### src/rtl/text_console_if.sv
// Key stream in, character-cell writes and cursor/scroll status out, for the text console writer.
interface text_console_if;
  logic        key_valid;
  logic        key_ready;
  logic [7:0]  key_data;
  logic [2:0]  key_color;
  logic        wr_en;
  logic [11:0] wr_addr;
  logic [10:0] wr_data;
  logic [4:0]  scroll_row;
  logic [4:0]  cur_row;
  logic [6:0]  cur_col;
  logic        busy;

  // Key source and buffer/status consumer side.
  modport master (
    output key_valid, key_data, key_color,
    input  key_ready, wr_en, wr_addr, wr_data, scroll_row, cur_row, cur_col, busy
  );

  // Console writer side.
  modport slave (
    input  key_valid, key_data, key_color,
    output key_ready, wr_en, wr_addr, wr_data, scroll_row, cur_row, cur_col, busy
  );
endinterface

### src/rtl/text_console_writer.sv
// Turns ASCII keystrokes into 70x30 text-buffer cell writes with cursor, control codes and hardware scroll.
// Optional: define CONSOLE_TAB_EN to make 0x09 advance to the next multiple-of-8 column.
module text_console_writer #(
  parameter int unsigned COLS  = 70,
  parameter int unsigned ROWS  = 30,
  parameter logic [7:0]  BLANK = 8'h20
) (
  input logic           clk,
  input logic           reset,
  text_console_if.slave con_if
);

  localparam int unsigned COL_W = 7;
  localparam int unsigned ROW_W = 5;
  localparam int unsigned SUM_W = ROW_W + 1;
  localparam int unsigned CLR_W = 3;
  localparam int unsigned ADR_W = ROW_W + COL_W;
  localparam int unsigned DAT_W = CLR_W + 8;
`ifdef CONSOLE_TAB_EN
  localparam int unsigned TAB_W = COL_W + 1;
`endif

  typedef enum logic [1:0] {
    IDLE     = 2'd0,
    CLR_LINE = 2'd1,
    CLR_ALL  = 2'd2
  } state_e;

  state_e             state_q, state_d;
  logic [ROW_W-1:0]   fill_row_q, fill_row_d;
  logic [COL_W-1:0]   fill_col_q, fill_col_d;
  logic [ROW_W-1:0]   cur_row_q, cur_row_d;
  logic [COL_W-1:0]   cur_col_q, cur_col_d;
  logic [ROW_W-1:0]   scroll_q, scroll_d;
  logic               wr_en_q, wr_en_d;
  logic [ADR_W-1:0]   wr_addr_q, wr_addr_d;
  logic [DAT_W-1:0]   wr_data_q, wr_data_d;
  logic               ready_q, ready_d;
  logic               busy_q;
  logic               accept_c;
  logic               do_lf;
`ifdef CONSOLE_TAB_EN
  logic [TAB_W-1:0]   tab_col;
`endif

  // Logical row to physical buffer row, wrapping once at ROWS.
  function automatic logic [ROW_W-1:0] phys_of(input logic [ROW_W-1:0] row,
                                                input logic [ROW_W-1:0] scr);
    logic [SUM_W-1:0] sum;
    sum = SUM_W'(row) + SUM_W'(scr);
    if (sum >= SUM_W'(ROWS)) sum = sum - SUM_W'(ROWS);
    return sum[ROW_W-1:0];
  endfunction

  assign accept_c = con_if.key_valid && ready_q;

  always_ff @(posedge clk or posedge reset) begin
    if (reset) begin
      state_q    <= CLR_ALL;
      fill_row_q <= '0;
      fill_col_q <= '0;
      cur_row_q  <= '0;
      cur_col_q  <= '0;
      scroll_q   <= '0;
      wr_en_q    <= 1'b0;
      wr_addr_q  <= '0;
      wr_data_q  <= '0;
      ready_q    <= 1'b0;
      busy_q     <= 1'b1;
    end else begin
      state_q    <= state_d;
      fill_row_q <= fill_row_d;
      fill_col_q <= fill_col_d;
      cur_row_q  <= cur_row_d;
      cur_col_q  <= cur_col_d;
      scroll_q   <= scroll_d;
      wr_en_q    <= wr_en_d;
      wr_addr_q  <= wr_addr_d;
      wr_data_q  <= wr_data_d;
      ready_q    <= ready_d;
      busy_q     <= !ready_d;
    end
  end

  always_comb begin
    state_d    = state_q;
    fill_row_d = fill_row_q;
    fill_col_d = fill_col_q;
    cur_row_d  = cur_row_q;
    cur_col_d  = cur_col_q;
    scroll_d   = scroll_q;
    wr_en_d    = 1'b0;
    wr_addr_d  = wr_addr_q;
    wr_data_d  = wr_data_q;
    do_lf      = 1'b0;
`ifdef CONSOLE_TAB_EN
    tab_col    = '0;
`endif

    unique case (state_q)
      IDLE: begin
        if (accept_c) begin
          if (con_if.key_data >= 8'h20 && con_if.key_data != 8'h7F) begin
            wr_en_d   = 1'b1;
            wr_addr_d = {phys_of(cur_row_q, scroll_q), cur_col_q};
            wr_data_d = {con_if.key_color, con_if.key_data};
            if (cur_col_q == COL_W'(COLS - 1)) begin
              cur_col_d = '0;
              do_lf     = 1'b1;
            end else begin
              cur_col_d = cur_col_q + COL_W'(1);
            end
          end else begin
            case (con_if.key_data)
              8'h0A: begin
                cur_col_d = '0;
                do_lf     = 1'b1;
              end
              8'h0D: cur_col_d = '0;
              8'h08: begin
                if (cur_col_q != '0) begin
                  cur_col_d = cur_col_q - COL_W'(1);
                  wr_en_d   = 1'b1;
                  wr_addr_d = {phys_of(cur_row_q, scroll_q), cur_col_q - COL_W'(1)};
                  wr_data_d = {CLR_W'(0), BLANK};
                end else if (cur_row_q != '0) begin
                  cur_row_d = cur_row_q - ROW_W'(1);
                  cur_col_d = COL_W'(COLS - 1);
                  wr_en_d   = 1'b1;
                  wr_addr_d = {phys_of(cur_row_q - ROW_W'(1), scroll_q), COL_W'(COLS - 1)};
                  wr_data_d = {CLR_W'(0), BLANK};
                end
              end
              8'h0C: begin
                cur_row_d  = '0;
                cur_col_d  = '0;
                scroll_d   = '0;
                fill_row_d = '0;
                fill_col_d = '0;
                state_d    = CLR_ALL;
              end
`ifdef CONSOLE_TAB_EN
              8'h09: begin
                tab_col = {1'b0, cur_col_q | COL_W'(7)} + TAB_W'(1);
                if (tab_col >= TAB_W'(COLS)) begin
                  cur_col_d = '0;
                  do_lf     = 1'b1;
                end else begin
                  cur_col_d = tab_col[COL_W-1:0];
                end
              end
`endif
              default: ;
            endcase
          end

          // Line feed at the bottom scrolls; the old top physical row becomes the new bottom line.
          if (do_lf) begin
            if (cur_row_q < ROW_W'(ROWS - 1)) begin
              cur_row_d = cur_row_q + ROW_W'(1);
            end else begin
              scroll_d   = (scroll_q == ROW_W'(ROWS - 1)) ? '0 : scroll_q + ROW_W'(1);
              fill_row_d = scroll_q;
              fill_col_d = '0;
              state_d    = CLR_LINE;
            end
          end
        end
      end

      CLR_LINE: begin
        wr_en_d   = 1'b1;
        wr_addr_d = {fill_row_q, fill_col_q};
        wr_data_d = {CLR_W'(0), BLANK};
        if (fill_col_q == COL_W'(COLS - 1)) begin
          state_d = IDLE;
        end else begin
          fill_col_d = fill_col_q + COL_W'(1);
        end
      end

      CLR_ALL: begin
        wr_en_d   = 1'b1;
        wr_addr_d = {fill_row_q, fill_col_q};
        wr_data_d = {CLR_W'(0), BLANK};
        if (fill_col_q == COL_W'(COLS - 1)) begin
          fill_col_d = '0;
          if (fill_row_q == ROW_W'(ROWS - 1)) begin
            state_d = IDLE;
          end else begin
            fill_row_d = fill_row_q + ROW_W'(1);
          end
        end else begin
          fill_col_d = fill_col_q + COL_W'(1);
        end
      end

      default: state_d = CLR_ALL;
    endcase

    // Ready only once IDLE has been held for a full cycle, so it rises after the last fill write.
    ready_d = (state_q == IDLE) && (state_d == IDLE);
  end

  assign con_if.key_ready  = ready_q;
  assign con_if.busy       = busy_q;
  assign con_if.wr_en      = wr_en_q;
  assign con_if.wr_addr    = wr_addr_q;
  assign con_if.wr_data    = wr_data_q;
  assign con_if.scroll_row = scroll_q;
  assign con_if.cur_row    = cur_row_q;
  assign con_if.cur_col    = cur_col_q;

endmodule

### src/flat_wrapper.sv
// flat-port wrapper written by rule: the top's interface ports become plain ports
module text_console_writer_flat 
#(
  parameter int unsigned COLS  = 70,
  parameter int unsigned ROWS  = 30,
  parameter logic [7:0]  BLANK = 8'h20
)
  (clk, reset, con_if_key_valid, con_if_key_data, con_if_key_color, con_if_key_ready, con_if_wr_en, con_if_wr_addr, con_if_wr_data, con_if_scroll_row, con_if_cur_row, con_if_cur_col, con_if_busy);
  text_console_if con_if_i ();
  input logic clk;
  input logic reset;
  input wire logic [$bits(con_if_i.key_valid)-1:0] con_if_key_valid;
  input wire logic [$bits(con_if_i.key_data)-1:0] con_if_key_data;
  input wire logic [$bits(con_if_i.key_color)-1:0] con_if_key_color;
  output wire logic [$bits(con_if_i.key_ready)-1:0] con_if_key_ready;
  output wire logic [$bits(con_if_i.wr_en)-1:0] con_if_wr_en;
  output wire logic [$bits(con_if_i.wr_addr)-1:0] con_if_wr_addr;
  output wire logic [$bits(con_if_i.wr_data)-1:0] con_if_wr_data;
  output wire logic [$bits(con_if_i.scroll_row)-1:0] con_if_scroll_row;
  output wire logic [$bits(con_if_i.cur_row)-1:0] con_if_cur_row;
  output wire logic [$bits(con_if_i.cur_col)-1:0] con_if_cur_col;
  output wire logic [$bits(con_if_i.busy)-1:0] con_if_busy;
  assign con_if_i.key_valid = con_if_key_valid;
  assign con_if_i.key_data = con_if_key_data;
  assign con_if_i.key_color = con_if_key_color;
  assign con_if_key_ready = con_if_i.key_ready;
  assign con_if_wr_en = con_if_i.wr_en;
  assign con_if_wr_addr = con_if_i.wr_addr;
  assign con_if_wr_data = con_if_i.wr_data;
  assign con_if_scroll_row = con_if_i.scroll_row;
  assign con_if_cur_row = con_if_i.cur_row;
  assign con_if_cur_col = con_if_i.cur_col;
  assign con_if_busy = con_if_i.busy;
  text_console_writer #(.COLS(COLS), .ROWS(ROWS), .BLANK(BLANK)) u_core (.clk(clk), .reset(reset), .con_if(con_if_i));
endmodule
### config.mk
export PLATFORM = sky130hd
export DESIGN_NAME = text_console_writer_flat
export DESIGN_NICKNAME = d
export VERILOG_FILES = /design/src/rtl/text_console_if.sv /design/src/rtl/text_console_writer.sv /design/src/flat_wrapper.sv
export SDC_FILE = /design/constraint.sdc
export NUM_CORES = 1
export LEC_CHECK = 0
export CORE_UTILIZATION = 35
export CTS_CLUSTER_SIZE = 16
export DETAILED_ROUTE_END_ITERATION = 10
export SETUP_SLACK_MARGIN = 0.5
export SLEW_MARGIN = 20
export SYNTH_ARGS = -nofsm -noshare
export SYNTH_HDL_FRONTEND = slang
export SYNTH_SLANG_ARGS = --single-unit
### constraint.sdc
create_clock -name clk -period 2.6 [get_ports clk]
set_clock_uncertainty 0.1 [all_clocks]
set_input_delay 0.39 -clock clk [delete_from_list [all_inputs] [get_ports clk]]
set_output_delay 0.39 -clock clk [all_outputs]
set_load 0.02 [all_outputs]
==> flow_metrics.py <==
metrics = {
    "status": {
        "status": "finished, violations left",
        "violations": "setup timing",
    },
    "routing": {
        "antenna_left": 0,
        "drt-initial-drc-count": 241,
        "dr.pass1.iters": 5,
        "wl_um": 14400,
        "remaining_drc_errors": 0,
        "routed-via-count": 4611,
        "viasPerCell": 5.67,
        "average_routed_wire_per_standard_cell_um": 17.7,
    },
    "power_and_ir_drop": {
        "clock_power_share": 0.185,
        "irDropWorstVdd_uv": 384,
        "total_leakage_power_uw": 0.00294,
        "pwr-share-comb": 0.566,
        "total_power_uw": 5990,
        "power.net_switching_uw": 2480,
        "sequentialPowerShare": 0.248,
        "switching_share": 0.415,
        "pwr_density_cell_nw_per_um2": 889,
        "power_report.internal_total_uw": 3500,
    },
    "critical_path": {
        "crit_required_ns": 2.76,
        "cp.buffers_inverters": 2,
        "cpMostUsedCell": "sky130_fd_sc_hd__buf_4",
        "criticalPathCategory": "flop to flop",
        "r2r_slack_ns": -0.12,
        "worst_ep_arrival_time_ns": 2.88,
        "critPathLaunchType": "flop",
        "worst_path_largest_cell_delay_ns": 0.40,
        "critical_path_peak_fanout": 4,
        "crit_path_cell_trace": "buf_4, nor3_2, xor2_1, ha_1, a21oi_2, buf_4, and3_4, o31ai_1, a211o_1, a221o_1, a31oi_1",
        "ff2ff_path_depth": 11,
        "timing.critical_path.to_type": "flop",
        "crit_family": "compound AO/OA/AOI/OAI gates",
        "critical_path_cell_count": 11,
        "worst_path_max_delay_cell": "sky130_fd_sc_hd__dfrtp_2",
    },
    "finish": {
        "nets": 708,
        "final-instance-count-excl-fill": 813,
        "mostFrequentLayoutCell": "sky130_fd_sc_hd__buf_4",
        "postLayoutCoreUtil": 0.578,
        "num_antenna_cells": 0,
        "final-seq-area_um2": 1440,
        "footprint_of_the_multi_input_gates_um2": 3200,
        "mostFrequentLayoutCells": "sky130_fd_sc_hd__buf_4 (90), sky130_fd_sc_hd__nand2_1 (55), sky130_fd_sc_hd__dfrtp_1 (48)",
        "final_cell_area_um2": 6740,
        "post_route_cells_drive_above_1_share": 0.367,
        "syn2layout_area_growth_pct": 57.8,
        "fillerInstances": 992,
    },
    "cts": {
        "cts.clk_slew.worst_paths_ns": 0.05,
        "clock_path_buffers": 2,
        "insertion_delay_ns": 0.34,
        "root_buffer": "sky130_fd_sc_hd__clkbuf_16",
        "tritoncts": "yes",
        "h-tree-depth": 3,
        "clock-sinks": 57,
        "cts_made_buffers": 9,
    },
    "timing": {
        "timing_max_transition_violations_final": 0,
        "max_slew.worst_pin.slew_ns": 0.780,
        "fin_ws_ns": -0.118,
        "finalSetupViolations": 4,
        "slew_headroom": 0.478,
        "final.period_utilization": 1.05,
        "final_number_of_hold_violating_endpoints": 0,
        "fin_crit_ns": 2.72,
        "setup_repair_after_global_routing_missed_its_margin": "yes",
        "clock.fmax_mhz": 368,
    },
    "placement": {
        "dp_hpwl_um": 10000,
        "portBuffers": 56,
        "postPlaceCellArea_um2": 5690,
        "placedCellCount": 760,
        "routabilityCongestion": 0.867,
    },
    "synth": {
        "ys.flop_type": "sky130_fd_sc_hd__dfrtp_1",
        "post_synth.cell_area_avg_um2": 8.50,
        "synth.area.mux_share": 0.0199,
        "syn_area_um2": 4270,
        "syn_inst": 502,
        "synth_top_family_by_area": "compound AO/OA/AOI/OAI gates",
        "yosys.area.top_type_share": 0.322,
        "synth_async_sr_flop_share": 1.00,
        "synth_xor_area_frac": 0.0205,
        "synth_area_in_compound_gates": 0.282,
        "synth-warning-count": 0,
        "largest_area_contributor_in_the_synthesized_netlist": "sky130_fd_sc_hd__dfrtp_1",
        "synth_fp_nets": 545,
        "yosysSeqAreaShare": 0.335,
        "ys_ff_latch": 57,
        "yosys.area_share.simple": 0.208,
        "ys_types": 70,
        "post_synth_fa_ha_maj_area_fraction": 0.0885,
        "synth_edf_count": 0,
        "yosys-top-cells-area": "sky130_fd_sc_hd__dfrtp_1 (32%), sky130_fd_sc_hd__ha_1 (7.9%), sky130_fd_sc_hd__nand2_1 (4.9%)",
    },
    "run": {
        "maxCapViolations": 0,
    },
    "die": {
        "floorplan.die.height_um": 112,
        "floorplan.initialDensity": 0.366,
        "io_pins": 57,
        "coreArea_um2": 11700,
        "die_w_um": 112,
        "die_area_um2": 12600,
        "standard_cell_rows": 39,
    },
    "min_path": {
        "min-delay-path-class": "input port to flop",
        "hold_path_depth": 4,
    },
    "global_routing": {
        "antenna_found_initial": 0,
        "grt_first_pass_wirelength_um": 22600,
        "total_gr_overflow": 0,
        "grt_max_degree": 28,
        "vias_in_the_first_global_route": 4617,
        "grt_use_total": 0.227,
    },
}
==> metal layers <==
metal / up-vias / GRT usage / part of all wire
met3: 23 / 0.0470 / 0.045
li1: 2208 / - / -
met5: - / 0 / 0
met4: 0 / 0.0827 / 0.019
met2: 147 / 0.379 / 0.48
met1: 2233 / 0.291 / 0.45
==> tightest hold or removal path, stage by stage <==
cell and delay (ns):
sky130_fd_sc_hd__buf_6 0.08, sky130_fd_sc_hd__buf_4 0.10, sky130_fd_sc_hd__nand3_2 0.05, sky130_fd_sc_hd__nand2_1 0.06
==> metrics by stage <==
stage	hold slack, ns	TNS [ns]	worst slack (ns)
final	0.283	-0.293	-0.118
after floorplan	0.366	-0.478	-0.191
after global routing	0.284	-1.24	-0.194
after CTS	0.278	-0.188	-0.0581
after detailed placement	0.354	-8.94	-0.262
after global placement	0.350	-7.14	-0.217
==> cell families (layout without fill, tap and decap cells) <==
group	after synthesis	count (layout)
AO/OA/AOI/OAI	174	174
XOR/XNOR	10	10
adder cells (fa/ha/maj)	29	29
buffers and inverters	47	215
flip-flops	57	57
multiplexers	8	8
AND/OR/NAND/NOR	177	177
==> worst paths after layout <==
path                                                start                         to
worst max-delay path             u_core.con_if.cur_row[1]  u_core.con_if.wr_addr[10]
worst max register to register   u_core.con_if.cur_row[1]  u_core.con_if.wr_addr[10]
min in group asynchronous                           reset  u_core.con_if.wr_addr[10]
worst min-delay path                   con_if_key_data[0]   u_core.con_if.wr_data[0]
max in group asynchronous                           reset          u_core.state_q[1]
worst min register to register  u_core.con_if.wr_data[10]  u_core.con_if.wr_data[10]
==> repair_timing <==
action                     4_1_cts  5_1_grt
setup endpoints to repair       58       56
hold buffers                     0        0
resized for setup               85       65
setup buffers                   22       13
pin swaps                       22       25
gates cloned                     1        1
==> power by group through the flow <==
stage                     logic [µW]  clock network, µW  registers [µW]
after CTS                       3100               1130            1480
final                           3390               1110            1490
after global placement          2790                  0            1490
after global routing            3650               1170            1530
after floorplan                 1350                  0            1740
after detailed placement        2830                  0            1490
==> final cells by class <==
| class | instances | area share |
|---|---|---|
| Timing Repair Buffer | 172 | 0.228 |
| Multi-Input combinational cell | 398 | 0.475 |
| Sequential cell | 57 | 0.213 |
| Clock inverter | 3 | 0.00223 |
| Inverter | 27 | 0.0163 |
| Clock buffer | 13 | 0.0386 |
| Tap cell | 143 | 0.0266 |
==> flip-flops by register name (all words and copies together) (netlist names) <==
signal                    count
u_core.con_if.wr_addr        12
u_core.con_if.wr_data        11
u_core.con_if.cur_col         7
u_core.fill_col_q             7
u_core.con_if.cur_row         5
u_core.con_if.scroll_row      5
u_core.fill_row_q             5
u_core.state_q                2
u_core.con_if.busy            1
u_core.con_if.key_ready       1
u_core.con_if.wr_en           1
==> synth_stat cells (all sizes together) (7+ instances only) <==
master,n
a31oi,12
clkbuf,15
nand4,9
ha,27
and2,9
o31ai,17
xor2,7
nand3,25
inv,26
o21ai,43
nand2,56
dfrtp,55
nor3,10
a21oi,31
a21o,10
and3,10
nor2,27
No activity file was read; power rests on OpenSTA's default activity.
